===== src/rtl/sram_axi_bridge_pkg.sv =====
// Shared IDs, FSM encodings, AXI constant fields and SRAM size codes for
// the SRAM-to-AXI3 bridge.
package sram_axi_bridge_pkg;

  localparam logic [3:0] INST_ID_DEF = 4'd0;
  localparam logic [3:0] DATA_ID_DEF = 4'd1;

  typedef enum logic {
    AR_IDLE,
    AR_BUSY
  } ar_state_e;

  typedef enum logic [1:0] {
    WR_IDLE = 2'd0,
    WR_REQ  = 2'd1,
    WR_RESP = 2'd2
  } wr_state_e;

  typedef enum logic [1:0] {
    SIZE_BYTE = 2'd0,
    SIZE_HALF = 2'd1,
    SIZE_WORD = 2'd2,
    SIZE_RSVD = 2'd3
  } sram_size_e;

  // Single-beat incrementing bursts only; no locking, caching or protection.
  localparam logic [3:0] AXI_LEN   = 4'd0;
  localparam logic [1:0] AXI_BURST = 2'b01;
  localparam logic [1:0] AXI_LOCK  = 2'b00;
  localparam logic [3:0] AXI_CACHE = 4'd0;
  localparam logic [2:0] AXI_PROT  = 3'd0;

  // The reserved size code is passed straight through rather than trapped.
  function automatic logic [2:0] axi_size(input logic [1:0] size);
    return {1'b0, size};
  endfunction

endpackage


===== src/rtl/sram_axi_bridge_if.sv =====
// SRAM-like core port and AXI3 master port bundles used by the bridge.
interface sram_if;
  logic        req;
  logic        wr;
  logic [1:0]  size;
  logic [31:0] addr;
  logic [3:0]  wstrb;
  logic [31:0] wdata;
  logic        addr_ok;
  logic        data_ok;
  logic [31:0] rdata;

  modport master (output req, wr, size, addr, wstrb, wdata,
                  input  addr_ok, data_ok, rdata);
  modport slave  (input  req, wr, size, addr, wstrb, wdata,
                  output addr_ok, data_ok, rdata);
endinterface

interface axi_if;
  logic [3:0]  arid;
  logic [31:0] araddr;
  logic [3:0]  arlen;
  logic [2:0]  arsize;
  logic [1:0]  arburst;
  logic [1:0]  arlock;
  logic [3:0]  arcache;
  logic [2:0]  arprot;
  logic        arvalid;
  logic        arready;
  logic [3:0]  rid;
  logic [31:0] rdata;
  logic [1:0]  rresp;
  logic        rlast;
  logic        rvalid;
  logic        rready;
  logic [3:0]  awid;
  logic [31:0] awaddr;
  logic [3:0]  awlen;
  logic [2:0]  awsize;
  logic [1:0]  awburst;
  logic [1:0]  awlock;
  logic [3:0]  awcache;
  logic [2:0]  awprot;
  logic        awvalid;
  logic        awready;
  logic [3:0]  wid;
  logic [31:0] wdata;
  logic [3:0]  wstrb;
  logic        wlast;
  logic        wvalid;
  logic        wready;
  logic [3:0]  bid;
  logic [1:0]  bresp;
  logic        bvalid;
  logic        bready;

  modport master (output arid, araddr, arlen, arsize, arburst, arlock, arcache, arprot, arvalid,
                  input  arready,
                  input  rid, rdata, rresp, rlast, rvalid,
                  output rready,
                  output awid, awaddr, awlen, awsize, awburst, awlock, awcache, awprot, awvalid,
                  input  awready,
                  output wid, wdata, wstrb, wlast, wvalid,
                  input  wready,
                  input  bid, bresp, bvalid,
                  output bready);
  modport slave  (input  arid, araddr, arlen, arsize, arburst, arlock, arcache, arprot, arvalid,
                  output arready,
                  output rid, rdata, rresp, rlast, rvalid,
                  input  rready,
                  input  awid, awaddr, awlen, awsize, awburst, awlock, awcache, awprot, awvalid,
                  output awready,
                  input  wid, wdata, wstrb, wlast, wvalid,
                  output wready,
                  output bid, bresp, bvalid,
                  input  bready);
endinterface


===== src/rtl/sram_axi_wr_ch.sv =====
// Write channel of the bridge: latches one data-port write and runs it
// through AW/W (independent handshakes) and then B.
module sram_axi_wr_ch
  import sram_axi_bridge_pkg::*;
#(
  parameter logic [3:0] DATA_ID = DATA_ID_DEF
) (
  input  logic        clk,
  input  logic        reset,
  input  logic        accept,
  input  logic [1:0]  req_size,
  input  logic [31:0] req_addr,
  input  logic [3:0]  req_wstrb,
  input  logic [31:0] req_wdata,
  output logic        busy,
  output logic        data_ok,
  output logic [3:0]  awid,
  output logic [31:0] awaddr,
  output logic [2:0]  awsize,
  output logic        awvalid,
  input  logic        awready,
  output logic [3:0]  wid,
  output logic [31:0] wdata,
  output logic [3:0]  wstrb,
  output logic        wlast,
  output logic        wvalid,
  input  logic        wready,
  input  logic        bvalid,
  output logic        bready
);

  wr_state_e   state_q, state_d;
  logic        awvalid_q, awvalid_d;
  logic        wvalid_q, wvalid_d;
  logic [31:0] awaddr_q, awaddr_d;
  logic [2:0]  awsize_q, awsize_d;
  logic [31:0] wdata_q, wdata_d;
  logic [3:0]  wstrb_q, wstrb_d;

  always_comb begin
    state_d   = state_q;
    awvalid_d = awvalid_q;
    wvalid_d  = wvalid_q;
    awaddr_d  = awaddr_q;
    awsize_d  = awsize_q;
    wdata_d   = wdata_q;
    wstrb_d   = wstrb_q;
    case (state_q)
      WR_IDLE: begin
        if (accept) begin
          awaddr_d  = req_addr;
          awsize_d  = axi_size(req_size);
          wdata_d   = req_wdata;
          wstrb_d   = req_wstrb;
          awvalid_d = 1'b1;
          wvalid_d  = 1'b1;
          state_d   = WR_REQ;
        end
      end
      WR_REQ: begin
        // AW and W complete independently, possibly in the same cycle.
        awvalid_d = awvalid_q & ~awready;
        wvalid_d  = wvalid_q & ~wready;
        if (!awvalid_d && !wvalid_d) begin
          state_d = WR_RESP;
        end
      end
      WR_RESP: begin
        if (bvalid) begin
          state_d = WR_IDLE;
        end
      end
      default: state_d = WR_IDLE;
    endcase
  end

  always_ff @(posedge clk or posedge reset) begin
    if (reset) begin
      state_q   <= WR_IDLE;
      awvalid_q <= 1'b0;
      wvalid_q  <= 1'b0;
      awaddr_q  <= '0;
      awsize_q  <= '0;
      wdata_q   <= '0;
      wstrb_q   <= '0;
    end else begin
      state_q   <= state_d;
      awvalid_q <= awvalid_d;
      wvalid_q  <= wvalid_d;
      awaddr_q  <= awaddr_d;
      awsize_q  <= awsize_d;
      wdata_q   <= wdata_d;
      wstrb_q   <= wstrb_d;
    end
  end

  assign busy    = (state_q != WR_IDLE);
  assign bready  = (state_q == WR_RESP);
  assign data_ok = bready & bvalid;
  assign awid    = DATA_ID;
  assign awaddr  = awaddr_q;
  assign awsize  = awsize_q;
  assign awvalid = awvalid_q;
  assign wid     = DATA_ID;
  assign wdata   = wdata_q;
  assign wstrb   = wstrb_q;
  assign wlast   = 1'b1;
  assign wvalid  = wvalid_q;

endmodule


===== src/rtl/sram_axi_bridge.sv =====
// Two SRAM-like core ports (inst read-only, data read/write) onto one AXI3 master.
// Optional SRAM_AXI_PERF_EN adds read/write/stall performance counters.
module sram_axi_bridge
  import sram_axi_bridge_pkg::*;
#(
  parameter logic [3:0] INST_ID = INST_ID_DEF,
  parameter logic [3:0] DATA_ID = DATA_ID_DEF
) (
  input  logic   clk,
  input  logic   reset,
  sram_if.slave  inst_sram,
  sram_if.slave  data_sram,
  axi_if.master  axi
`ifdef SRAM_AXI_PERF_EN
  ,
  output logic [31:0] perf_rd_cnt,
  output logic [31:0] perf_wr_cnt,
  output logic [31:0] perf_stall_cnt
`endif
);

  ar_state_e   ar_state_q, ar_state_d;
  logic        inst_rd_pend_q, inst_rd_pend_d;
  logic        data_rd_pend_q, data_rd_pend_d;
  logic        arvalid_q, arvalid_d;
  logic [31:0] araddr_q, araddr_d;
  logic [2:0]  arsize_q, arsize_d;
  logic [3:0]  arid_q, arid_d;

  logic wr_busy, wr_data_ok, data_busy, ar_idle;
  logic data_rd_accept, wr_accept, inst_rd_accept;
  logic inst_ret, data_ret;

  assign data_busy = data_rd_pend_q | wr_busy;
  assign ar_idle   = (ar_state_q == AR_IDLE);

  // Data reads take priority over inst reads for the single AR slot.
  assign data_rd_accept = data_sram.req & ~data_sram.wr & ~data_busy & ar_idle;
  assign wr_accept      = data_sram.req & data_sram.wr & ~data_busy;
  assign inst_rd_accept = inst_sram.req & ~inst_rd_pend_q & ar_idle & ~data_rd_accept;

  // Gating on the pend flag drops returns for reads lost to a reset.
  assign inst_ret = axi.rvalid & (axi.rid == INST_ID) & inst_rd_pend_q;
  assign data_ret = axi.rvalid & (axi.rid == DATA_ID) & data_rd_pend_q;

  always_comb begin
    ar_state_d     = ar_state_q;
    inst_rd_pend_d = inst_rd_pend_q & ~inst_ret;
    data_rd_pend_d = data_rd_pend_q & ~data_ret;
    arvalid_d      = arvalid_q;
    araddr_d       = araddr_q;
    arsize_d       = arsize_q;
    arid_d         = arid_q;
    case (ar_state_q)
      AR_IDLE: begin
        if (data_rd_accept) begin
          araddr_d       = data_sram.addr;
          arsize_d       = axi_size(data_sram.size);
          arid_d         = DATA_ID;
          data_rd_pend_d = 1'b1;
          arvalid_d      = 1'b1;
          ar_state_d     = AR_BUSY;
        end else if (inst_rd_accept) begin
          araddr_d       = inst_sram.addr;
          arsize_d       = axi_size(inst_sram.size);
          arid_d         = INST_ID;
          inst_rd_pend_d = 1'b1;
          arvalid_d      = 1'b1;
          ar_state_d     = AR_BUSY;
        end
      end
      AR_BUSY: begin
        if (axi.arready) begin
          arvalid_d  = 1'b0;
          ar_state_d = AR_IDLE;
        end
      end
      default: ar_state_d = AR_IDLE;
    endcase
  end

  always_ff @(posedge clk or posedge reset) begin
    if (reset) begin
      ar_state_q     <= AR_IDLE;
      inst_rd_pend_q <= 1'b0;
      data_rd_pend_q <= 1'b0;
      arvalid_q      <= 1'b0;
      araddr_q       <= '0;
      arsize_q       <= '0;
      arid_q         <= '0;
    end else begin
      ar_state_q     <= ar_state_d;
      inst_rd_pend_q <= inst_rd_pend_d;
      data_rd_pend_q <= data_rd_pend_d;
      arvalid_q      <= arvalid_d;
      araddr_q       <= araddr_d;
      arsize_q       <= arsize_d;
      arid_q         <= arid_d;
    end
  end

  sram_axi_wr_ch #(
    .DATA_ID (DATA_ID)
  ) u_wr_ch (
    .clk       (clk),
    .reset     (reset),
    .accept    (wr_accept),
    .req_size  (data_sram.size),
    .req_addr  (data_sram.addr),
    .req_wstrb (data_sram.wstrb),
    .req_wdata (data_sram.wdata),
    .busy      (wr_busy),
    .data_ok   (wr_data_ok),
    .awid      (axi.awid),
    .awaddr    (axi.awaddr),
    .awsize    (axi.awsize),
    .awvalid   (axi.awvalid),
    .awready   (axi.awready),
    .wid       (axi.wid),
    .wdata     (axi.wdata),
    .wstrb     (axi.wstrb),
    .wlast     (axi.wlast),
    .wvalid    (axi.wvalid),
    .wready    (axi.wready),
    .bvalid    (axi.bvalid),
    .bready    (axi.bready)
  );

  assign inst_sram.addr_ok = inst_rd_accept;
  assign inst_sram.data_ok = inst_ret;
  assign inst_sram.rdata   = axi.rdata;
  assign data_sram.addr_ok = data_rd_accept | wr_accept;
  assign data_sram.data_ok = data_ret | wr_data_ok;
  assign data_sram.rdata   = axi.rdata;

  assign axi.arid    = arid_q;
  assign axi.araddr  = araddr_q;
  assign axi.arsize  = arsize_q;
  assign axi.arvalid = arvalid_q;
  assign axi.arlen   = AXI_LEN;
  assign axi.arburst = AXI_BURST;
  assign axi.arlock  = AXI_LOCK;
  assign axi.arcache = AXI_CACHE;
  assign axi.arprot  = AXI_PROT;
  assign axi.rready  = 1'b1;
  assign axi.awlen   = AXI_LEN;
  assign axi.awburst = AXI_BURST;
  assign axi.awlock  = AXI_LOCK;
  assign axi.awcache = AXI_CACHE;
  assign axi.awprot  = AXI_PROT;

  logic unused_ok;
  assign unused_ok = ^{inst_sram.wr, inst_sram.wstrb, inst_sram.wdata,
                       axi.rresp, axi.rlast, axi.bid, axi.bresp};

`ifdef SRAM_AXI_PERF_EN
  logic [31:0] perf_rd_cnt_q, perf_rd_cnt_d;
  logic [31:0] perf_wr_cnt_q, perf_wr_cnt_d;
  logic [31:0] perf_stall_cnt_q, perf_stall_cnt_d;
  logic        stall;

  // One stall tick per cycle, even when both ports are refused together.
  assign stall = (inst_sram.req & ~inst_sram.addr_ok) | (data_sram.req & ~data_sram.addr_ok);

  always_comb begin
    perf_rd_cnt_d    = perf_rd_cnt_q + {31'd0, axi.arvalid & axi.arready};
    perf_wr_cnt_d    = perf_wr_cnt_q + {31'd0, axi.bvalid & axi.bready};
    perf_stall_cnt_d = perf_stall_cnt_q + {31'd0, stall};
  end

  always_ff @(posedge clk or posedge reset) begin
    if (reset) begin
      perf_rd_cnt_q    <= '0;
      perf_wr_cnt_q    <= '0;
      perf_stall_cnt_q <= '0;
    end else begin
      perf_rd_cnt_q    <= perf_rd_cnt_d;
      perf_wr_cnt_q    <= perf_wr_cnt_d;
      perf_stall_cnt_q <= perf_stall_cnt_d;
    end
  end

  assign perf_rd_cnt    = perf_rd_cnt_q;
  assign perf_wr_cnt    = perf_wr_cnt_q;
  assign perf_stall_cnt = perf_stall_cnt_q;
`endif

endmodule

===== src/flat_wrapper.sv =====
// flat-port wrapper written by rule: the top's interface ports become plain ports
module sram_axi_bridge_flat import sram_axi_bridge_pkg::*;
#(
  parameter logic [3:0] INST_ID = INST_ID_DEF,
  parameter logic [3:0] DATA_ID = DATA_ID_DEF
)
  (clk, reset, inst_sram_req, inst_sram_wr, inst_sram_size, inst_sram_addr, inst_sram_wstrb, inst_sram_wdata, inst_sram_addr_ok, inst_sram_data_ok, inst_sram_rdata, data_sram_req, data_sram_wr, data_sram_size, data_sram_addr, data_sram_wstrb, data_sram_wdata, data_sram_addr_ok, data_sram_data_ok, data_sram_rdata, axi_arid, axi_araddr, axi_arlen, axi_arsize, axi_arburst, axi_arlock, axi_arcache, axi_arprot, axi_arvalid, axi_arready, axi_rid, axi_rdata, axi_rresp, axi_rlast, axi_rvalid, axi_rready, axi_awid, axi_awaddr, axi_awlen, axi_awsize, axi_awburst, axi_awlock, axi_awcache, axi_awprot, axi_awvalid, axi_awready, axi_wid, axi_wdata, axi_wstrb, axi_wlast, axi_wvalid, axi_wready, axi_bid, axi_bresp, axi_bvalid, axi_bready);
  sram_if inst_sram_i ();
  sram_if data_sram_i ();
  axi_if axi_i ();
  input  logic clk;
  input  logic reset;
  input wire logic [$bits(inst_sram_i.req)-1:0] inst_sram_req;
  input wire logic [$bits(inst_sram_i.wr)-1:0] inst_sram_wr;
  input wire logic [$bits(inst_sram_i.size)-1:0] inst_sram_size;
  input wire logic [$bits(inst_sram_i.addr)-1:0] inst_sram_addr;
  input wire logic [$bits(inst_sram_i.wstrb)-1:0] inst_sram_wstrb;
  input wire logic [$bits(inst_sram_i.wdata)-1:0] inst_sram_wdata;
  output wire logic [$bits(inst_sram_i.addr_ok)-1:0] inst_sram_addr_ok;
  output wire logic [$bits(inst_sram_i.data_ok)-1:0] inst_sram_data_ok;
  output wire logic [$bits(inst_sram_i.rdata)-1:0] inst_sram_rdata;
  input wire logic [$bits(data_sram_i.req)-1:0] data_sram_req;
  input wire logic [$bits(data_sram_i.wr)-1:0] data_sram_wr;
  input wire logic [$bits(data_sram_i.size)-1:0] data_sram_size;
  input wire logic [$bits(data_sram_i.addr)-1:0] data_sram_addr;
  input wire logic [$bits(data_sram_i.wstrb)-1:0] data_sram_wstrb;
  input wire logic [$bits(data_sram_i.wdata)-1:0] data_sram_wdata;
  output wire logic [$bits(data_sram_i.addr_ok)-1:0] data_sram_addr_ok;
  output wire logic [$bits(data_sram_i.data_ok)-1:0] data_sram_data_ok;
  output wire logic [$bits(data_sram_i.rdata)-1:0] data_sram_rdata;
  output wire logic [$bits(axi_i.arid)-1:0] axi_arid;
  output wire logic [$bits(axi_i.araddr)-1:0] axi_araddr;
  output wire logic [$bits(axi_i.arlen)-1:0] axi_arlen;
  output wire logic [$bits(axi_i.arsize)-1:0] axi_arsize;
  output wire logic [$bits(axi_i.arburst)-1:0] axi_arburst;
  output wire logic [$bits(axi_i.arlock)-1:0] axi_arlock;
  output wire logic [$bits(axi_i.arcache)-1:0] axi_arcache;
  output wire logic [$bits(axi_i.arprot)-1:0] axi_arprot;
  output wire logic [$bits(axi_i.arvalid)-1:0] axi_arvalid;
  input wire logic [$bits(axi_i.arready)-1:0] axi_arready;
  input wire logic [$bits(axi_i.rid)-1:0] axi_rid;
  input wire logic [$bits(axi_i.rdata)-1:0] axi_rdata;
  input wire logic [$bits(axi_i.rresp)-1:0] axi_rresp;
  input wire logic [$bits(axi_i.rlast)-1:0] axi_rlast;
  input wire logic [$bits(axi_i.rvalid)-1:0] axi_rvalid;
  output wire logic [$bits(axi_i.rready)-1:0] axi_rready;
  output wire logic [$bits(axi_i.awid)-1:0] axi_awid;
  output wire logic [$bits(axi_i.awaddr)-1:0] axi_awaddr;
  output wire logic [$bits(axi_i.awlen)-1:0] axi_awlen;
  output wire logic [$bits(axi_i.awsize)-1:0] axi_awsize;
  output wire logic [$bits(axi_i.awburst)-1:0] axi_awburst;
  output wire logic [$bits(axi_i.awlock)-1:0] axi_awlock;
  output wire logic [$bits(axi_i.awcache)-1:0] axi_awcache;
  output wire logic [$bits(axi_i.awprot)-1:0] axi_awprot;
  output wire logic [$bits(axi_i.awvalid)-1:0] axi_awvalid;
  input wire logic [$bits(axi_i.awready)-1:0] axi_awready;
  output wire logic [$bits(axi_i.wid)-1:0] axi_wid;
  output wire logic [$bits(axi_i.wdata)-1:0] axi_wdata;
  output wire logic [$bits(axi_i.wstrb)-1:0] axi_wstrb;
  output wire logic [$bits(axi_i.wlast)-1:0] axi_wlast;
  output wire logic [$bits(axi_i.wvalid)-1:0] axi_wvalid;
  input wire logic [$bits(axi_i.wready)-1:0] axi_wready;
  input wire logic [$bits(axi_i.bid)-1:0] axi_bid;
  input wire logic [$bits(axi_i.bresp)-1:0] axi_bresp;
  input wire logic [$bits(axi_i.bvalid)-1:0] axi_bvalid;
  output wire logic [$bits(axi_i.bready)-1:0] axi_bready;
  assign inst_sram_i.req = inst_sram_req;
  assign inst_sram_i.wr = inst_sram_wr;
  assign inst_sram_i.size = inst_sram_size;
  assign inst_sram_i.addr = inst_sram_addr;
  assign inst_sram_i.wstrb = inst_sram_wstrb;
  assign inst_sram_i.wdata = inst_sram_wdata;
  assign inst_sram_addr_ok = inst_sram_i.addr_ok;
  assign inst_sram_data_ok = inst_sram_i.data_ok;
  assign inst_sram_rdata = inst_sram_i.rdata;
  assign data_sram_i.req = data_sram_req;
  assign data_sram_i.wr = data_sram_wr;
  assign data_sram_i.size = data_sram_size;
  assign data_sram_i.addr = data_sram_addr;
  assign data_sram_i.wstrb = data_sram_wstrb;
  assign data_sram_i.wdata = data_sram_wdata;
  assign data_sram_addr_ok = data_sram_i.addr_ok;
  assign data_sram_data_ok = data_sram_i.data_ok;
  assign data_sram_rdata = data_sram_i.rdata;
  assign axi_arid = axi_i.arid;
  assign axi_araddr = axi_i.araddr;
  assign axi_arlen = axi_i.arlen;
  assign axi_arsize = axi_i.arsize;
  assign axi_arburst = axi_i.arburst;
  assign axi_arlock = axi_i.arlock;
  assign axi_arcache = axi_i.arcache;
  assign axi_arprot = axi_i.arprot;
  assign axi_arvalid = axi_i.arvalid;
  assign axi_i.arready = axi_arready;
  assign axi_i.rid = axi_rid;
  assign axi_i.rdata = axi_rdata;
  assign axi_i.rresp = axi_rresp;
  assign axi_i.rlast = axi_rlast;
  assign axi_i.rvalid = axi_rvalid;
  assign axi_rready = axi_i.rready;
  assign axi_awid = axi_i.awid;
  assign axi_awaddr = axi_i.awaddr;
  assign axi_awlen = axi_i.awlen;
  assign axi_awsize = axi_i.awsize;
  assign axi_awburst = axi_i.awburst;
  assign axi_awlock = axi_i.awlock;
  assign axi_awcache = axi_i.awcache;
  assign axi_awprot = axi_i.awprot;
  assign axi_awvalid = axi_i.awvalid;
  assign axi_i.awready = axi_awready;
  assign axi_wid = axi_i.wid;
  assign axi_wdata = axi_i.wdata;
  assign axi_wstrb = axi_i.wstrb;
  assign axi_wlast = axi_i.wlast;
  assign axi_wvalid = axi_i.wvalid;
  assign axi_i.wready = axi_wready;
  assign axi_i.bid = axi_bid;
  assign axi_i.bresp = axi_bresp;
  assign axi_i.bvalid = axi_bvalid;
  assign axi_bready = axi_i.bready;
  sram_axi_bridge #(.INST_ID(INST_ID), .DATA_ID(DATA_ID)) u_core (.clk(clk), .reset(reset), .inst_sram(inst_sram_i), .data_sram(data_sram_i), .axi(axi_i));
endmodule

===== config.mk =====
export PLATFORM = sky130hd
export DESIGN_NAME = sram_axi_bridge_flat
export DESIGN_NICKNAME = d
export VERILOG_FILES = /design/src/rtl/sram_axi_bridge_pkg.sv /design/src/rtl/sram_axi_bridge_if.sv /design/src/rtl/sram_axi_wr_ch.sv /design/src/rtl/sram_axi_bridge.sv /design/src/flat_wrapper.sv
export SDC_FILE = /design/constraint.sdc
export NUM_CORES = 1
export LEC_CHECK = 0
export CAP_MARGIN = 15
export CORE_AREA = 2 2 160 162
export DETAILED_ROUTE_END_ITERATION = 10
export DIE_AREA = 0 0 162 164
export DONT_BUFFER_PORTS = 1
export MAX_ROUTING_LAYER = met4
export SYNTH_ARGS = -nofsm -noshare
export SYNTH_HDL_FRONTEND = slang
export SYNTH_SLANG_ARGS = --single-unit

===== constraint.sdc =====
create_clock -name clk -period 4.3 [get_ports clk]
set_input_delay 0.215 -clock clk [delete_from_list [all_inputs] [get_ports clk]]
set_output_delay 0.215 -clock clk [all_outputs]
set_load 0.005 [all_outputs]

Word-level counts from Yosys, hierarchy flattened:

Index checks and enable logic that the tools add are counted.

* input port bits: 196
* bits in registers: 117
* word-level logic and storage cells: 90

* bitwise operators: 29
* eq/ne operators: 8
* reduce and logical (&&, ||, !) cells: 13
* multiplexer cells: 26

Operator list (count)
* 32-bit two-way mux: 2
* 1-bit AND: 17
* 1-bit two-way mux: 12
* 1-bit inverter: 9
* 4-bit two-way mux: 2
* 1-bit one-hot mux with 2 select lines: 4
* 2-bit AND reduction: 4
* 2-bit two-way mux: 3
* 3-bit two-way mux: 2
* 2-bit inequality test, second input constant: 3
* 2-bit one-hot mux with 3 select lines: 1
* 2-bit nonzero test: 3
* 4-bit by 1-bit == test with 1-bit output, second input constant: 1
* 4-bit logical NOT: 1
* 3-bit inequality test, second input constant: 1
* 1-bit bitwise OR: 3
* 3-bit AND reduction: 1
* 2-bit by 1-bit == test with 1-bit output, second input constant: 1
* 2-bit == test, second input constant: 1
* 1-bit logical NOT: 2
* 2-bit logical NOT: 1
* 2-bit by 1-bit inequality test with 1-bit output, second input constant: 1
* 1-bit logical AND: 1

Longest topological paths before layout:

* depth after elaboration: 10
* depth in mapped cells: 5

By module:

A second synthesis with hierarchy kept.

* cell total of the unflattened synthesis: 425
* area, all modules: 6098.3 µm²

Modules (own cells, without submodules)
* sram_axi_wr_ch: seq. area each 1851.8 µm², cells each 185, times used 1, area an instance 3266.9 µm²
* sram_axi_bridge: seq. area each 975.9 µm², cells each 240, times used 1, area an instance 2831.5 µm²

Least setup slack after synthesis:

No wires, ideal clock.

* path type: register to register
* start: register u_core.u_wr_ch.state_q[0]
* end: register u_core.araddr_q[0] (netlist: u_core.axi.araddr[0])
* path buffers: 1
* setup time: 0.126 ns
* stages on the path, launching flop included: 5
* data required time: 4.174 ns
* setup slack: 2.665 ns
* data arrival time: 1.509 ns
* period minus slack after synthesis: 1.635 ns
* path through: dfrtp_1 -> nor4b_4 -> a21oi_2 -> buf_2 -> a221o_1

* word-level cells in the longest chain between the ends: 9
* elaborated cells on any way between the ends: 10
* classes of those cells: mux: 1; bitwise: 6; reduce/logical: 3

Ends and longest elaborated chain
* start, declared: RTL line sram_axi_wr_ch.sv:32 `wr_state_e state_q, state_d;`
* start signal, assigned: RTL line sram_axi_wr_ch.sv:87 `state_q <= state_d;`
* 2-bit nonzero test: RTL line sram_axi_wr_ch.sv:97 `assign busy = (state_q != WR_IDLE);`
* 1-bit bitwise OR: RTL line sram_axi_bridge.sv:34 `assign data_busy = data_rd_pend_q | wr_busy;`
* 1-bit inverter: RTL line sram_axi_bridge.sv:38 `assign data_rd_accept = data_sram.req & ~data_sram.wr & ~data_busy & ar_idle;`
* 1-bit AND (2 in a row): RTL line sram_axi_bridge.sv:38
* 1-bit inverter: RTL line sram_axi_bridge.sv:40 `assign inst_rd_accept = inst_sram.req & ~inst_rd_pend_q & ar_idle & ~data_rd_accept;`
* 1-bit AND: RTL line sram_axi_bridge.sv:40
* named net inst_sram_addr_ok: RTL line flat_wrapper.sv:19 `output wire logic [$bits(inst_sram_i.addr_ok)-1:0] inst_sram_addr_ok;`
* 2-bit nonzero test (no source line)
* 2-bit AND reduction (no source line)
* end signal, assigned: RTL line sram_axi_bridge.sv:96 `araddr_q <= araddr_d;`
* end, declared: RTL line sram_axi_bridge.sv:26 `logic [31:0] araddr_q, araddr_d;`

The timed path passes the listed nets, and every way through them passes these cells.
A chain may end at the register's enable or synchronous reset.

Worst setup path in the final report:

* start: register u_core.u_wr_ch.state_q[0]
* end: register u_core.araddr_q[17] (netlist: u_core.axi.araddr[17])

The elaborated chain is that of the path after synthesis.

==> impl_metrics.json <==
{
  "hold_start": "data_sram_addr[20]",
  "max_freq_mhz": 418.7,
  "antenna_found_initial": 0,
  "power.density_nw_per_um2": 669.9,
  "reg2reg_slack_ns": 1.91,
  "startpoint": "u_core.u_wr_ch.state_q[0]",
  "crit_path_cell_trace": "nor4b_4, buf_4, a21oi_4, buf_4, a221o_1",
  "clock_path_buffers": 2,
  "netlist_instances": 421,
  "core_area_um2": 24820,
  "dieArea_um2": 26570,
  "synthTopCellsByCount": "dfrtp_1 (113), buf_4 (109), mux2_2 (70)",
  "reg2reg_to": "u_core.axi.araddr[17]",
  "drt_iter0_drc": 137,
  "dr.pass1.iters": 4,
  "min_path_cells": 2,
  "maxSlewViolCount": 0,
  "die_height_um": 164,
  "fill_cells": 2519,
  "worstMarginPinSlew_ns": 0.9964,
  "cts_htree_levels": 4,
  "critPathBufInv": 2,
  "grt_overflow": 0,
  "yosys_warnings": 0,
  "start_util_pct": 21.63,
  "ios": 418,
  "routedWlPerCell_um": 19.19,
  "arrival_ns": 2.67,
  "required_ns": 4.58,
  "cts_root_buf": "clkbuf_16",
  "cp-end-kind": "flop",
  "clk_latency_ns": 0.41,
  "synth_cell_type_count": 27,
  "rsz0062_at_grt": "no",
  "cts_tree": "yes",
  "path_class": "reg -> reg",
  "max-cap-violations": 0,
  "synth-edff-count": 0,
  "grt_pass1_vias": 3706,
  "syn_area_um2": 5369,
  "postSynth.asyncResetShare_pct": 100.0,
  "final.setup.tns_ns": 0,
  "die_w_um": 162,
  "dp_hpwl_um": 10190,
  "setup_viol": 0,
  "status": "completed",
  "min_period_ns": 2.388,
  "worst_clock_skew_ns": 0.006874,
  "yosys-top-cells-area": "dfrtp_1 (53%), buf_4 (15%), mux2_2 (15%)",
  "cts_sinks": 113,
  "ys_ff_latch": 113,
  "cpMostUsedCell": "buf_4",
  "wl_um": 15640,
  "whs_endpoint": "u_core.axi.araddr[20]",
  "period_share_pct": 55.54,
  "slowest_delay_ns": 0.52,
  "grt_pass1_wl_um": 22540,
  "rr_worst_depth": 5,
  "nets": 668,
  "leakagePower_nw": 3.047,
  "syn_area_per_cell_um2": 12.75,
  "vdd_ir_drop_max_mv": 0.2551,
  "synthFlopType": "dfrtp_1",
  "areaGrowthSynthToFinish_pct": 25.84,
  "grt.total_usage_pct": 12.01,
  "vias": 3346,
  "synth_largest_area_cell": "dfrtp_1",
  "slowest_stage": "buf_4",
  "io_buffers": 0,
  "hold_viol_final": 0,
  "yosys.cell_count.top_type": "dfrtp_1",
  "drive_gt1_share_pct": 23.30,
  "ant_nets": 0,
  "cts_buffers": 17,
  "antenna_cells_inserted": 0,
  "slew_headroom_pct": 33.57,
  "cpLargestDelayFamily": "buffers and inverters",
  "drc": 0,
  "num_rows": 58,
  "crit_path_max_fanout": 41,
  "path_clk_slew_ns": 0.06,
  "yosysSeqAreaShare_pct": 52.67,
  "synth_top_cell_area_share_pct": 52.67,
  "place_congestion": 0.7402,
  "cp-start-kind": "flop",
  "p_total_mw": 4.526,
  "grt_max_degree": 73,
  "reg2reg_from": "u_core.u_wr_ch.state_q[0]",
  "vias_per_cell": 4.106,
  "postCtsSetupRepairBufs": 0,
  "min_path_type": "in -> reg"
}
==> placed cells by master, fill, tap and decap left out, drive strengths merged, types with 2 or more instances in the layout <==
master and n:
clkinvlp 3, dlygate4sd3 112, nor2b 4, a22o 2, inv 13, mux2 70
buf 6, conb 45, o21ai 3, clkbuf 19, nand2 6, clkinv 3
and3 34, a221o 34, a21oi 8, dfrtp 113, nor4b 2
==> worst reg2reg max path, cell delays in order, from the launching register on <==
cell	delay, ns
dfrtp_1	0.42
nor4b_4	0.37
buf_4	0.52
a21oi_4	0.24
buf_4	0.31
a221o_1	0.41
==> layer usage <==
layer	global-route usage, %	wire [um]
met1	11.59	5367
met5	-	0
met3	4.672	1507
met4	5.994	544
met2	21.03	8224
==> repair_timing <==
item | 4_1_cts | 5_1_grt
gates resized for setup | 0 | 0
hold buffers | 112 | 0
hold endpoints to repair | 223 | 0
==> worst max path at each step <==
stage          cells past startpoint                     to  slack, ns
6_report                           5  u_core.axi.araddr[17]       1.91
3_3_place_gp                       5  u_core.axi.araddr[14]       1.92
2_1_floorplan                      1      u_core.ar_state_q       1.10
4_1_cts                            5  u_core.axi.araddr[16]       1.90
3_5_place_dp                       5  u_core.axi.araddr[16]       1.91
5_1_grt                            5  u_core.axi.araddr[16]       1.80
==> area by class of cell <==
type	count	area [um2]	area share (%)
multi-input combinational	215	1752	25.93
clock buffer	19	442.9	6.556
timing repair buffer	118	1166	17.26
clock inverter	13	126.4	1.870
sequential	113	2828	41.85
tap	330	412.9	6.111
inverter	7	28.78	0.4259
==> state kept, by name, indices dropped and copies added, names as in the netlist <==
| name | count |
|---|---|
| u_core.ar_state_q | 1 |
| u_core.u_wr_ch.awsize | 2 |
| u_core.u_wr_ch.wdata | 32 |
| u_core.axi.arsize | 2 |
| u_core.data_rd_pend_q | 1 |
| u_core.u_wr_ch.wvalid | 1 |
| u_core.axi.arvalid | 1 |
| u_core.u_wr_ch.state_q | 2 |
| u_core.axi.arid | 1 |
| u_core.u_wr_ch.awvalid | 1 |
| u_core.u_wr_ch.awaddr | 32 |
| u_core.u_wr_ch.wstrb | 4 |
| u_core.inst_rd_pend_q | 1 |
| u_core.axi.araddr | 32 |
==> where the power goes <==
| group | total, mW | internal [mW] | switching, mW |
|---|---|---|---|
| combinational | 1.07 | 0.611 | 0.458 |
| sequential | 2.08 | 1.60 | 0.479 |
| clock | 1.38 | 0.822 | 0.559 |
==> logic make-up after synthesis <==
family,share of synthesized area [%]
simple gates,5.989
buf+inv,18.22
compound gates,8.296
other cells,0.1399
mux,14.68
flops,52.67
==> metrics by stage <==
step | setup WS (ns) | hold slack (ns) | instances | instance area, um2 | utilization [%]
floorplan | 1.098 | 0.3007 | 464 | 5530 | -
global placement | 1.925 | 0.3072 | 671 | 5066 | 20.41
detailed placement | 1.905 | 0.3064 | 671 | 5066 | 20.41
CTS | 1.899 | 0.01989 | 815 | 6756 | 27.22
global route | 1.798 | 0.03102 | 815 | 6756 | 27.22
finish | 1.912 | 0.05250 | 815 | 6756 | 27.22
Power figures use the tool's default switching activity.
